==> config.mk <==
export PLATFORM = sky130hd
export DESIGN_NAME = product_accumulator
export DESIGN_NICKNAME = d
export VERILOG_FILES = /design/src/rtl/product_accumulator.sv
export SDC_FILE = /design/constraint.sdc
export NUM_CORES = 1
export LEC_CHECK = 0
export BUFFER_PORTS_ARGS = -buffer_cell sky130_fd_sc_hd__buf_2
export CAP_MARGIN = 20
export CORE_ASPECT_RATIO = 1.1
export CORE_MARGIN = 1
export CORE_UTILIZATION = 45
export DETAILED_ROUTE_END_ITERATION = 10
export PLACE_DENSITY = 0.67
export SYNTH_ARGS = -nofsm -noshare
export SYNTH_HDL_FRONTEND = slang
export SYNTH_SLANG_ARGS = --single-unit
==> constraint.sdc <==
create_clock -name clk -period 5.33 [get_ports clk]
set_input_delay 1.066 -clock clk [delete_from_list [all_inputs] [get_ports clk]]
set_output_delay 1.066 -clock clk [all_outputs]
set_load 0.03 [all_outputs]
==> src/rtl/product_accumulator.sv <==
// product_accumulator
// Sums groups of signed 32-bit products into a saturating ACC_W-bit
// accumulator. A group closes after N_TERMS products, or earlier on in_last.
// The result is then held until the consumer takes it. A new group can start
// in the same cycle the previous result is released.
module product_accumulator #(
    parameter int N_TERMS = 4,
    parameter int ACC_W   = 40
) (
    input  logic             clk,
    input  logic             rst,
    input  logic             in_valid,
    output logic             in_ready,
    input  logic [31:0]      in_prod,
    input  logic             in_last,
    output logic             out_valid,
    input  logic             out_ready,
    output logic [ACC_W-1:0] out_sum,
    output logic [7:0]       out_count,
    output logic             out_ovf
);

    typedef enum logic {
        ACCUM = 1'b0,
        HOLD  = 1'b1
    } state_t;

    localparam logic [ACC_W-1:0] SAT_MAX = {1'b0, {(ACC_W-1){1'b1}}};
    localparam logic [ACC_W-1:0] SAT_MIN = {1'b1, {(ACC_W-1){1'b0}}};
    localparam logic [8:0]       N_TERMS_9 = 9'(N_TERMS);

    state_t           state_q, state_d;
    logic [ACC_W-1:0] acc_q, acc_d;
    logic [7:0]       count_q, count_d;
    logic             ovf_q, ovf_d;
    logic             out_valid_q, out_valid_d;

    logic             accept;
    logic             release_grp;
    logic [ACC_W-1:0] base_acc;
    logic [7:0]       base_count;
    logic             base_ovf;
    logic [ACC_W-1:0] prod_ext;
    logic [ACC_W:0]   sum_ext;
    logic             add_ovf;
    logic [ACC_W-1:0] sum_sat;
    logic             closes;

    // Handshake and saturating adder. When a held result is released in the
    // same cycle as an accept, the add starts from an empty group so the new
    // group begins without a bubble.
    always_comb begin
        in_ready    = (state_q == ACCUM) || out_ready;
        accept      = in_valid && in_ready;
        release_grp = (state_q == HOLD) && out_ready;

        base_acc   = release_grp ? '0 : acc_q;
        base_count = release_grp ? 8'd0 : count_q;
        base_ovf   = release_grp ? 1'b0 : ovf_q;

        prod_ext = {{(ACC_W-32){in_prod[31]}}, in_prod};
        sum_ext  = {base_acc[ACC_W-1], base_acc} + {prod_ext[ACC_W-1], prod_ext};
        add_ovf  = sum_ext[ACC_W] ^ sum_ext[ACC_W-1];
        sum_sat  = add_ovf ? (sum_ext[ACC_W] ? SAT_MIN : SAT_MAX)
                           : sum_ext[ACC_W-1:0];
        closes   = (({1'b0, base_count} + 9'd1) == N_TERMS_9) || in_last;
    end

    // Next-state logic: release clears the group, an accept adds to it and
    // may close it.
    always_comb begin
        state_d = state_q;
        acc_d   = acc_q;
        count_d = count_q;
        ovf_d   = ovf_q;

        if (release_grp) begin
            state_d = ACCUM;
            acc_d   = '0;
            count_d = 8'd0;
            ovf_d   = 1'b0;
        end

        if (accept) begin
            acc_d   = sum_sat;
            count_d = base_count + 8'd1;
            ovf_d   = base_ovf | add_ovf;
            if (closes) begin
                state_d = HOLD;
            end
        end

        out_valid_d = (state_d == HOLD);
    end

    // State and group registers; reset discards any partial or held group.
    always_ff @(posedge clk) begin
        if (rst) begin
            state_q     <= ACCUM;
            acc_q       <= '0;
            count_q     <= 8'd0;
            ovf_q       <= 1'b0;
            out_valid_q <= 1'b0;
        end else begin
            state_q     <= state_d;
            acc_q       <= acc_d;
            count_q     <= count_d;
            ovf_q       <= ovf_d;
            out_valid_q <= out_valid_d;
        end
    end

    assign out_valid = out_valid_q;
    assign out_sum   = acc_q;
    assign out_count = count_q;
    assign out_ovf   = ovf_q;

endmodule

Yosys cells after proc, flatten, opt, wreduce, memory -nomap -nowiden
Cells that the tools add are included.
- bits in registers: 50
- input port bits: 37
- output and inout bits: 51
- word-level logic and storage cells: 26
- add/subtract/negate cells: 3
- eq/ne operators: 1
- multiplexer cells: 11
- bitwise logic cells: 3
- reductions and logical operators: 4
- operators by type and width (kind ; number):
    two-way mux 40 bit ; 4
    adder 40 x 32 -> 41 bit ; 1
    two-way mux 8 bit ; 2
    adder 8 x 1 -> 9 bit, second input constant ; 1
    == test 9 x 3 -> 1 bit, second input constant ; 1
    adder 8 x 1 -> 8 bit, second input constant ; 1
    two-way mux 1 bit ; 5
    logical AND 1 bit ; 2
    logical OR 1 bit ; 2
    inverter 1 bit ; 1
    OR 1 bit ; 1
    bitwise XOR 1 bit ; 1

Logic depth before layout (Yosys ltp)
Gate-level depths: netlist of run 1.
- word-level depth: 7
- mapped depth: 17
- mapped depth without buffers: 14

Worst setup path after synthesis of run 1
OpenSTA, ideal clock, no wires.
- kind: input-to-reg
- start: in out_ready
- end: reg acc_q[12], in the netlist out_sum[12]
- setup time: 0.081 ns
- arrival time: 3.848 ns
- required time: 5.249 ns
- setup slack: 1.401 ns
- stages: 15
- buffers on the path: 3
- cell sequence: nand2_1 > clkbuf_1 > nand2_1 > fa_1 > nand2b_1 > a21oi_2 > o31a_1 > a2111oi_2 > o31a_2 > o211ai_2 > o22a_2 > buf_6 > buf_6 > nand2_1 > a211oi_2
- cells in the longest elaborated chain, start to end: 6
- elaborated cells between the ends (all ways): 9
- classes of those cells: add/sub: 1; mux: 4; bitwise: 1; reduce/logical: 3
- ends and longest elaborated chain (what ; RTL line ; text):
    start, declared ; 17 ; input logic out_ready,
    logical AND 1 bit ; 55 ; release_grp = (state_q == HOLD) && out_ready;
    two-way mux 40 bit ; - ;
    adder 40 x 32 -> 41 bit ; 62 ; sum_ext = {base_acc[ACC_W-1], base_acc} + {prod_ext[ACC_W-1], prod_ext};
    two-way mux 40 bit or bitwise XOR 1 bit (tied branches) ; 64, 63 ;
    two-way mux 40 bit ; 64 ; sum_sat = add_ovf ? (sum_ext[ACC_W] ? SAT_MIN : SAT_MAX)
    two-way mux 40 bit * ; 84 ; if (accept) begin
    end signal, assigned ; 100 ; acc_q <= '0;
    end signal, assigned ; 106 ; acc_q <= acc_d;
    end, declared ; 33 ; logic [ACC_W-1:0] acc_q, acc_d;
Every way passes the cells marked *; elsewhere a longest branch is shown, timed or not.
A chain may end at the register's enable or synchronous reset.

Worst setup path in the final report of run 1
- start: in out_ready
- end: reg acc_q[25], in the netlist out_sum[25]
Same word-level chain as after synthesis.

==> results of run 1 <==
==> per-stage QoR <==
stage / util [%] / setup WS [ns] / hold WS (ns) / cell area [µm²] / std cells
floorplan: - / 1.40 / 0.665 / 4830 / 630
global placement: 50.9 / 0.776 / 0.495 / 5320 / 829
detailed placement: 50.9 / 0.689 / 0.545 / 5320 / 829
CTS: 52.6 / 0.982 / 0.566 / 5490 / 837
global route: 52.6 / 0.719 / 0.618 / 5490 / 837
finish: 52.6 / 0.994 / 0.545 / 5490 / 837
==> routing by layer <==
layer | vias to the layer above | GRT usage (%)
met4 | 0 | 7.73
met2 | 136 | 40.1
li1 | 2388 | -
met1 | 2261 | 30.0
met5 | - | 0
met3 | 21 | 2.96
==> sequential cells by signal, indices dropped and copies added (netlist names) <==
signal and cells:
out_sum 40, out_count 8, out_ovf 1, out_valid 1
==> critical path, stage by stage <==
cell and delay (ns):
buf_2 0.11, nand2_1 0.20, buf_12 0.23, nand2_1 0.14
inv_1 0.08, ha_1 0.25, a211oi_2 0.31, nor3_1 0.15
o21ai_1 0.31, a211oi_2 0.15, o41ai_4 0.41, a211oi_1 0.14
a31o_4 0.26, nor2_8 0.34, buf_12 0.24, a211oi_2 0.08
==> synthesized netlist by cell type (2+ instances only) <==
master     number
nand2_1        78
nor2_1         59
a21oi_1        54
dfxtp_1        50
and2_1         47
ha_1           41
a211oi_2       33
o21ai_0        31
xnor2_1        21
xor2_1         19
clkbuf_1       18
nand3_1        17
inv_1          16
a21o_1         12
buf_2          11
o21ai_1        10
and3_1          9
nand4_1         9
nor3_1          9
a211oi_1        7
nand2b_1        7
o21a_1          7
a21oi_2         6
a31oi_1         6
buf_6           6
o2111ai_1       5
o211ai_1        4
a311oi_1        3
o21bai_1        3
a221oi_1        2
and4_1          2
nand3b_1        2
o211ai_2        2
or2_2           2
==> cells by family after synthesis <==
| kind of cell | count (synthesis) | share of synthesized area [%] |
|---|---|---|
| simple gates | 246 | 24.6 |
| compound gates | 199 | 31.1 |
| buf+inv | 53 | 5.41 |
| flops | 50 | 20.7 |
| fa+ha+maj | 42 | 11.0 |
| xor+xnor | 40 | 7.25 |
==> final cells by class <==
type,count,area (µm²)
timing repair buffer,93,505
multi-input combinational,527,3570
fill,1072,4950
clock buffer,5,125
clock inverter,3,47.5
tap,143,179
inverter,16,60.1
sequential,50,1000
==> worst paths after layout <==
check | slack (ns) | startpoint | endpoint
worst min register to register | 0.55 | out_ovf | out_ovf
worst max-delay path | 0.99 | out_ready | out_sum[25]
worst min-delay path | 0.55 | out_ovf | out_ovf
worst max register to register | 1.45 | out_valid | out_sum[25]
==> power groups by stage <==
stage	clock, mW	sequential (mW)	combinational (mW)
detailed placement	0	0.463	1.02
finish	0.386	0.454	1.03
global route	0.408	0.460	1.13
global placement	0	0.461	1.01
CTS	0.393	0.455	1.03
floorplan	0	0.566	0.705
==> impl_metrics.ini, run 1 <==
[status]
outcome = finished, final reports clean

[cts]
insertion_delay_ns = 0.30
hold_buffers = 0
ctsResizeCount = 0
path_clk_slew_ns = 0.08
cts_root_buf = clkbuf_16
clkSinkCount = 50
clk_path_buf_depth = 2
cts_buffers = 5
cts_tree = yes
cts_setup_buffers = 0
h-tree-depth = 2

[routing]
drt_iter0_drc = 250
top_layer = met4
routed_wl_mm = 12.9
vias = 4806
wl_met3_um = 489
drc = 0
post_drt_via_cell_ratio = 5.74
dr_wl_met2_mm = 6.29
post_drt_wl_per_cell_um = 15.4
ant_nets = 0
wl_met1_mm = 5.88
drt_pass1_iterations = 6

[global_route]
grt_pass1_vias = 4595
grt_max_degree = 41
grt.total_usage_pct = 23.4
grt_pass1_wl_mm = 21.5
antenna_found_initial = 0
grt_overflow = 0

[sta]
setup_tns_ns = 0
maxSlewViolCount = 0
timing.final.crit_period_ns = 4.34
tightest_slew_ns = 0.952
finalHoldViolations = 0
slew_headroom_pct = 36.5
fin_crit_sh_pct = 81.3
clock_skew_ns = 0.00613
rsz0062_at_grt = false
setup_viol = 0
fmax_ghz = 0.231

[pwr]
power_frac_seq_pct = 24.3
leakage_nw = 2.52
intPower_mw = 1.04
p_switching_mw = 0.837
clockPowerShare_pct = 20.6
finalPower_mw = 1.87
swShare_pct = 44.7
power_density_nw_per_um2 = 341
combPwrFrac_pct = 55.1
ir_drop_mv = 0.144

[layout]
n_antenna_cell = 0
drive_gt1_share_pct = 21.8
area.growth.synth_to_final_pct = 13.6
finalNetCount = 772
final_common_cell = buf_2
final_cell_mix = buf_2 (87), nand2_1 (78), nor2_1 (59), a21oi_1 (54), dfxtp_1 (50)

[setup_path]
critical_path_required_ns = 5.49
cp-end-kind = register
cp_max_fo = 40
critical_path_class = primary input to register
r2r_cells = 15
arrival_ns = 4.49
startpoint_type = primary input

[floorplan]
die_y_um = 111
start_util_pct = 46.3
ios = 88
coreArea_um2 = 10400
dieArea_um2 = 11200
std_cell_rows = 39
die_width_um = 101

[placed_design]
io_buffer_count = 87
place_hpwl_mm = 9.74
gp_congestion = 0.903

[synthesis]
async_reset_ff_share_pct = 0
synth_seq_area_share_pct = 20.7
syn_area_per_cell_um2 = 7.67
ys_ff_latch = 50
synth_top_area_cell = dfxtp_1
ys.warnings.count = 0
syn_inst = 630
syn_area_um2 = 4830
synth_ff_type = dfxtp_1
synth.distinct_cells = 56
synth_area_leaders = dfxtp_1 (21%), ha_1 (11%), a211oi_2 (8.5%)
yosys.area.top_type_share_pct = 20.7
synth_edf_count = 0
syn-num-nets = 709

[job]
cap_violations = 0

[hold_path]
hold_class = register to register
hold_depth = 2
(Power assumes the default switching activity.)
==> run 2, diff against run 1 <==
- PLACE_DENSITY: 0.67 -> 0.69
- clock period: 5.33 -> 3.52 ns (I/O delays scaled with it)
==> run 2 against run 1 <==
Sequential power grew 52%. Sequential cell count did not move. Non-clock buffer count is 124 higher. Register-to-register slack got worse by 1.3 ns.
==> impl_metrics.ini, run 2 (synthesis results as in run 1) <==
[status]
outcome = finished, final reports clean

[job]
cap_violations = 0

[cts]
clk_path_buf_depth = 2
path_clk_slew_ns = 0.08
h-tree-depth = 2
cts_buffers = 5
insertion_delay_ns = 0.30
clkSinkCount = 50
cts_root_buf = clkbuf_16
cts_tree = yes
hold_buffers = 0

[global_route]
grt.total_usage_pct = 25.7
grt_max_degree = 35
met1_usage_pct = 32.1
grt_overflow = 0
grtUsageMet3_pct = 2.59
grt_pass1_vias = 5058
antenna_found_initial = 0
grt_pass1_wl_mm = 23.4
grt_use_met2_pct = 46.8
top_usage_layer = met2

[floorplan]
std_cell_rows = 39
die_width_um = 101
dieArea_um2 = 11200
ios = 88
coreArea_um2 = 10400
start_util_pct = 46.3
die_y_um = 111

[setup_path]
path_buf_inv = 3
r2r_cells = 14
critical_path_required_ns = 3.73
arrival_ns = 3.64
crit_chain = buf_2, nand2_2, and2_1, ha_1, inv_1, fa_1, nand2b_4, a21oi_4, o31a_1, a2111oi_4, o31a_2, o211ai_2, o22a_2, clkbuf_16, nand2_1, a211oi_1
startpoint_type = primary input
max_stage_delay_ns = 0.38
path_delay_family = compound AO/OA/AOI/OAI gates
cp_num_cells = 16
cpMaxStageDelayCell = fa_1
cp_max_fo = 15
r2r_slack_ns = 0.17
cp-end-kind = register
critical_path_class = primary input to register

[pwr]
p_switching_mw = 1.39
clockPowerShare_pct = 15.9
intPower_mw = 1.80
ir_drop_mv = 0.230
combPwrFrac_pct = 62.4
leakage_nw = 3.16
power_frac_seq_pct = 21.7
swShare_pct = 43.5
power_density_nw_per_um2 = 484
finalPower_mw = 3.19

[placed_design]
place_ws_ns = -0.310
placed_cells = 945
io_buffer_count = 87
placed_area_um2 = 6200
gp_congestion = 0.950
place_hpwl_mm = 11.1

[layout]
area.growth.synth_to_final_pct = 36.2
instances_no_fill = 961
drive_gt1_share_pct = 36.6
final_area_um2 = 6590
finalNetCount = 896
n_antenna_cell = 0
largest_register_ff_count = 40
final_cell_mix = buf_4 (122), buf_2 (87), nand2_1 (76), nor2_1 (59), dfxtp_1 (50)
fin_util_pct = 63.1
final_common_cell = buf_4

[sta]
rsz0062_at_grt = true
finalHoldViolations = 0
maxSlewViolCount = 0
fmax_ghz = 0.291
tightest_slew_ns = 0.853
layout_setup_ws_ns = 0.0881
clock_skew_ns = 0.00898
fin_crit_sh_pct = 97.5
setup_tns_ns = 0
setup_viol = 0
timing.final.crit_period_ns = 3.43
slew_headroom_pct = 43.2
holdWs_ns = 0.522

[hold_path]
hold_class = register to register
hold_depth = 2

[routing]
routed_wl_mm = 14.8
vias = 5299
ant_nets = 0
drc = 0
drt_iter0_drc = 218
post_drt_via_cell_ratio = 5.51
post_drt_wl_per_cell_um = 15.4
drt_pass1_iterations = 5
[run 2: cell count changes in the layout (fill, tap and decap cells not counted), moves of 2 or more]
cell | previous run | this run
clkbuf_16 | 5 | 8
ha_2 | 0 | 5
a21oi_2 | 6 | 13
ha_1 | 41 | 35
o21ai_2 | 0 | 3
buf_4 | 4 | 122
o21ai_0 | 31 | 28
nand2_2 | 0 | 2
nand2_1 | 78 | 76
buf_6 | 0 | 2
a21oi_1 | 54 | 46
[run 2: power by group through the flow]
stage / combinational, mW / clock [mW] / sequential, mW
floorplan: 1.07 / 0 / 0.858
global placement: 1.83 / 0 / 0.698
detailed placement: 1.86 / 0 / 0.702
CTS: 1.88 / 0.513 / 0.690
global route: 2.16 / 0.538 / 0.698
finish: 1.99 / 0.508 / 0.690
[run 2: timing repair]
action	CTS	global route
gates resized for setup	1	30
setup endpoints to repair	2	40
cloned	0	3
buffers inserted	0	5
pin swaps	0	10
[run 2: final timing paths]
check,from,endpoint
worst max register to register,out_valid,out_sum[30]
worst max-delay path,out_ready,out_sum[0]
worst min register to register,out_ovf,out_ovf
worst min-delay path,out_ovf,out_ovf
[run 2: layout make-up]
class / count / area [µm²]
clock inverter: 3 / 21.3
multi-input combinational: 527 / 3690
timing repair buffer: 217 / 1510
clock buffer: 5 / 125
tap: 143 / 179
fill: 943 / 3860
sequential: 50 / 1000
inverter: 16 / 60.1
[run 2: routing by layer]
metal | part of all wire, % | vias up
met4 | 1.4 | 0
met2 | 52 | 139
met1 | 43 | 2513
met3 | 3.8 | 16
met5 | 0 | -
li1 | - | 2631
[run 2: tightest hold or removal path: stages, from the launching register on]
cell and delay (ns):
dfxtp_1 0.33, a22oi_1 0.08, nor2_1 0.08
==> run 3, diff against run 2 <==
--- a/config.mk
+++ b/config.mk
@@ -8,5 +8,5 @@
 export BUFFER_PORTS_ARGS = -buffer_cell sky130_fd_sc_hd__buf_2
 export CAP_MARGIN = 20
-export CORE_ASPECT_RATIO = 1.1
+export CORE_ASPECT_RATIO = 0.8
 export CORE_MARGIN = 1
 export CORE_UTILIZATION = 45
==> constraint.sdc (replaced) <==
create_clock -name clk -period 2.9 [get_ports clk]
set_input_delay 0.145 -clock clk [delete_from_list [all_inputs] [get_ports clk]]
set_output_delay 0.145 -clock clk [all_outputs]
set_load 0.03 [all_outputs]
==> run 3 against run 2 <==
The run now ends with setup timing left. Count of clock-buffer cells in the layout unchanged. Sequential share of layout area down 1.8 points. Via count up 5.7%. Global-route usage up 2.8 points. Wire length up 16%. Cell count up 1.5%. Core utilization up 9.4 points. Sequential cell count unchanged. Hold slack worse by 0.39 ns. Non-clock buffer count up 17. Critical path type is now register to register.
==> impl_metrics.ini, run 3 (synthesis results as in run 1) <==
[pwr]
leakage_nw = 3.38
power_density_nw_per_um2 = 591
finalPower_mw = 4.44
ir_drop_mv = 0.294

[routing]
post_drt_via_cell_ratio = 5.75
wl_met3_mm = 1.10
dr_wl_met2_mm = 7.82
top_layer = met4
drt_pass1_iterations = 5
wl_met1_mm = 7.73
drt_iter0_drc = 517
post_drt_wl_per_cell_um = 17.5
ant_nets = 0
vias = 5602
routed_wl_mm = 17.1
drc = 0

[setup_path]
critical_path_required_ns = 3.12
path_buf_inv = 2
r2r_slack_ns = -0.37
max_stage_delay_ns = 0.39
cp-end-kind = register
cp_max_fo = 6
crit_chain = nand2_8, and2_4, ha_4, inv_2, fa_2, nand2b_4, a21oi_4, o31a_1, a2111oi_4, o31a_2, o211ai_2, o22a_4, buf_12, nand2b_1, a221oi_2
arrival_ns = 3.49
critical_path_class = register to register
rr_endpoint = out_sum[1]
cpMaxStageDelayCell = o31a_2
r2r_cells = 15
path_delay_family = compound AO/OA/AOI/OAI gates
startpoint_type = register
reg2reg_from = out_valid

[floorplan]
std_cell_rows = 33
die_y_um = 94.7
die_width_um = 118
ios = 88
start_util_pct = 46.6
coreArea_um2 = 10400
dieArea_um2 = 11200

[sta]
fmax_ghz = 0.306
slew_headroom_pct = 48.8
setup_viol = 41
rsz0062_at_grt = true
timing.final.crit_period_ns = 3.27
finalHoldViolations = 0
tightest_slew_ns = 0.767
clock_skew_ns = 0.00785
layout_setup_ws_ns = -0.369
maxSlewViolCount = 0
fin_crit_sh_pct = 113

[hold_path]
hold_class = primary input to register
hold_depth = 3
hold_end = out_valid
min_from = in_valid

[status]
outcome = finished, violations left
violations = setup timing

[cts]
path_clk_slew_ns = 0.08
clk_path_buf_depth = 2
h-tree-depth = 2
cts_root_buf = clkbuf_16
clkSinkCount = 50
insertion_delay_ns = 0.31
cts_buffers = 5
cts_tree = yes

[placed_design]
place_hpwl_mm = 11.4
gp_congestion = 0.935
io_buffer_count = 87

[global_route]
grt_max_degree = 31
grt_pass1_wl_mm = 25.7
antenna_found_initial = 0
grt.total_usage_pct = 28.5
grt_pass1_vias = 5341
grt_overflow = 0

[layout]
final_cell_mix = buf_4 (132), buf_2 (87), nor2_1 (56), nand2_1 (53), dfxtp_1 (48)
finalNetCount = 913
fin_util_pct = 72.5
largest_register_ff_count = 40
drive_gt1_share_pct = 49.3
final_common_cell = buf_4
area.growth.synth_to_final_pct = 55.4
n_antenna_cell = 0

[job]
cap_violations = 0
-- run 3: worst reg2reg max path: stages (launching register included) --
cell and delay [ns]:
dfxtp_4 0.37, nand2_8 0.10, and2_4 0.16, ha_4 0.13, inv_2 0.04, fa_2 0.34
nand2b_4 0.16, a21oi_4 0.15, o31a_1 0.25, a2111oi_4 0.10, o31a_2 0.39, o211ai_2 0.21
o22a_4 0.29, buf_12 0.17, nand2b_1 0.09, a221oi_2 0.24
-- run 3: report_power, final --
part / switching, mW / leakage (nW) / internal [mW]
clock network: 0.325 / 0.0748 / 0.330
registers: 0.0565 / 0.415 / 0.787
logic: 1.57 / 2.89 / 1.38
total: 1.95 / 3.38 / 2.49
-- run 3: area by class of cell --
class	instances	area [µm²]
well taps	140	175
clock inverters	3	26.3
fillers	775	2850
repair buffers	234	1750
multi-input cells	527	4370
flip-flops and latches	50	1010
clock buffers	5	125
inverters	16	60.1
-- run 3: metrics by stage --
stage | area (µm²) | worst slack (ns) | TNS, ns | std cells | hold slack (ns)
after global placement | 6420 | -0.322 | -10.57 | 943 | 0.440
final | 7510 | -0.369 | -12.51 | 975 | 0.136
after detailed placement | 6420 | -0.395 | -14.58 | 943 | 0.451
after global routing | 7510 | -0.486 | -17.65 | 975 | 0.125
after CTS | 7100 | -0.228 | -6.87 | 966 | 0.131
after floorplan | 5060 | -0.132 | -4.12 | 630 | 0.296
-- run 3: timing repair --
action,4_1_cts,5_1_grt
hold buffers,0,0
gates resized for setup,56,75
setup buffers,13,5
cloned,2,4
setup endpoints to repair,41,41
pin swaps,6,42
-- run 3: how the worst max path moves through the flow --
stage	start	to	slack (ns)	cells after the start
6_report	out_valid	out_sum[1]	-0.37	15
4_1_cts	out_valid	out_sum[14]	-0.23	15
3_5_place_dp	out_valid	out_sum[1]	-0.40	13
3_3_place_gp	out_valid	out_sum[37]	-0.32	13
5_1_grt	out_valid	out_sum[26]	-0.49	15
2_1_floorplan	out_valid	out_sum[22]	-0.13	15
-- run 3: layer usage --
layer / up-vias / GRT usage, %
met4: 0 / 8.87
li1: 2668 / -
met5: - / 0
met2: 243 / 48.3
met3: 49 / 4.05
met1: 2642 / 37.5
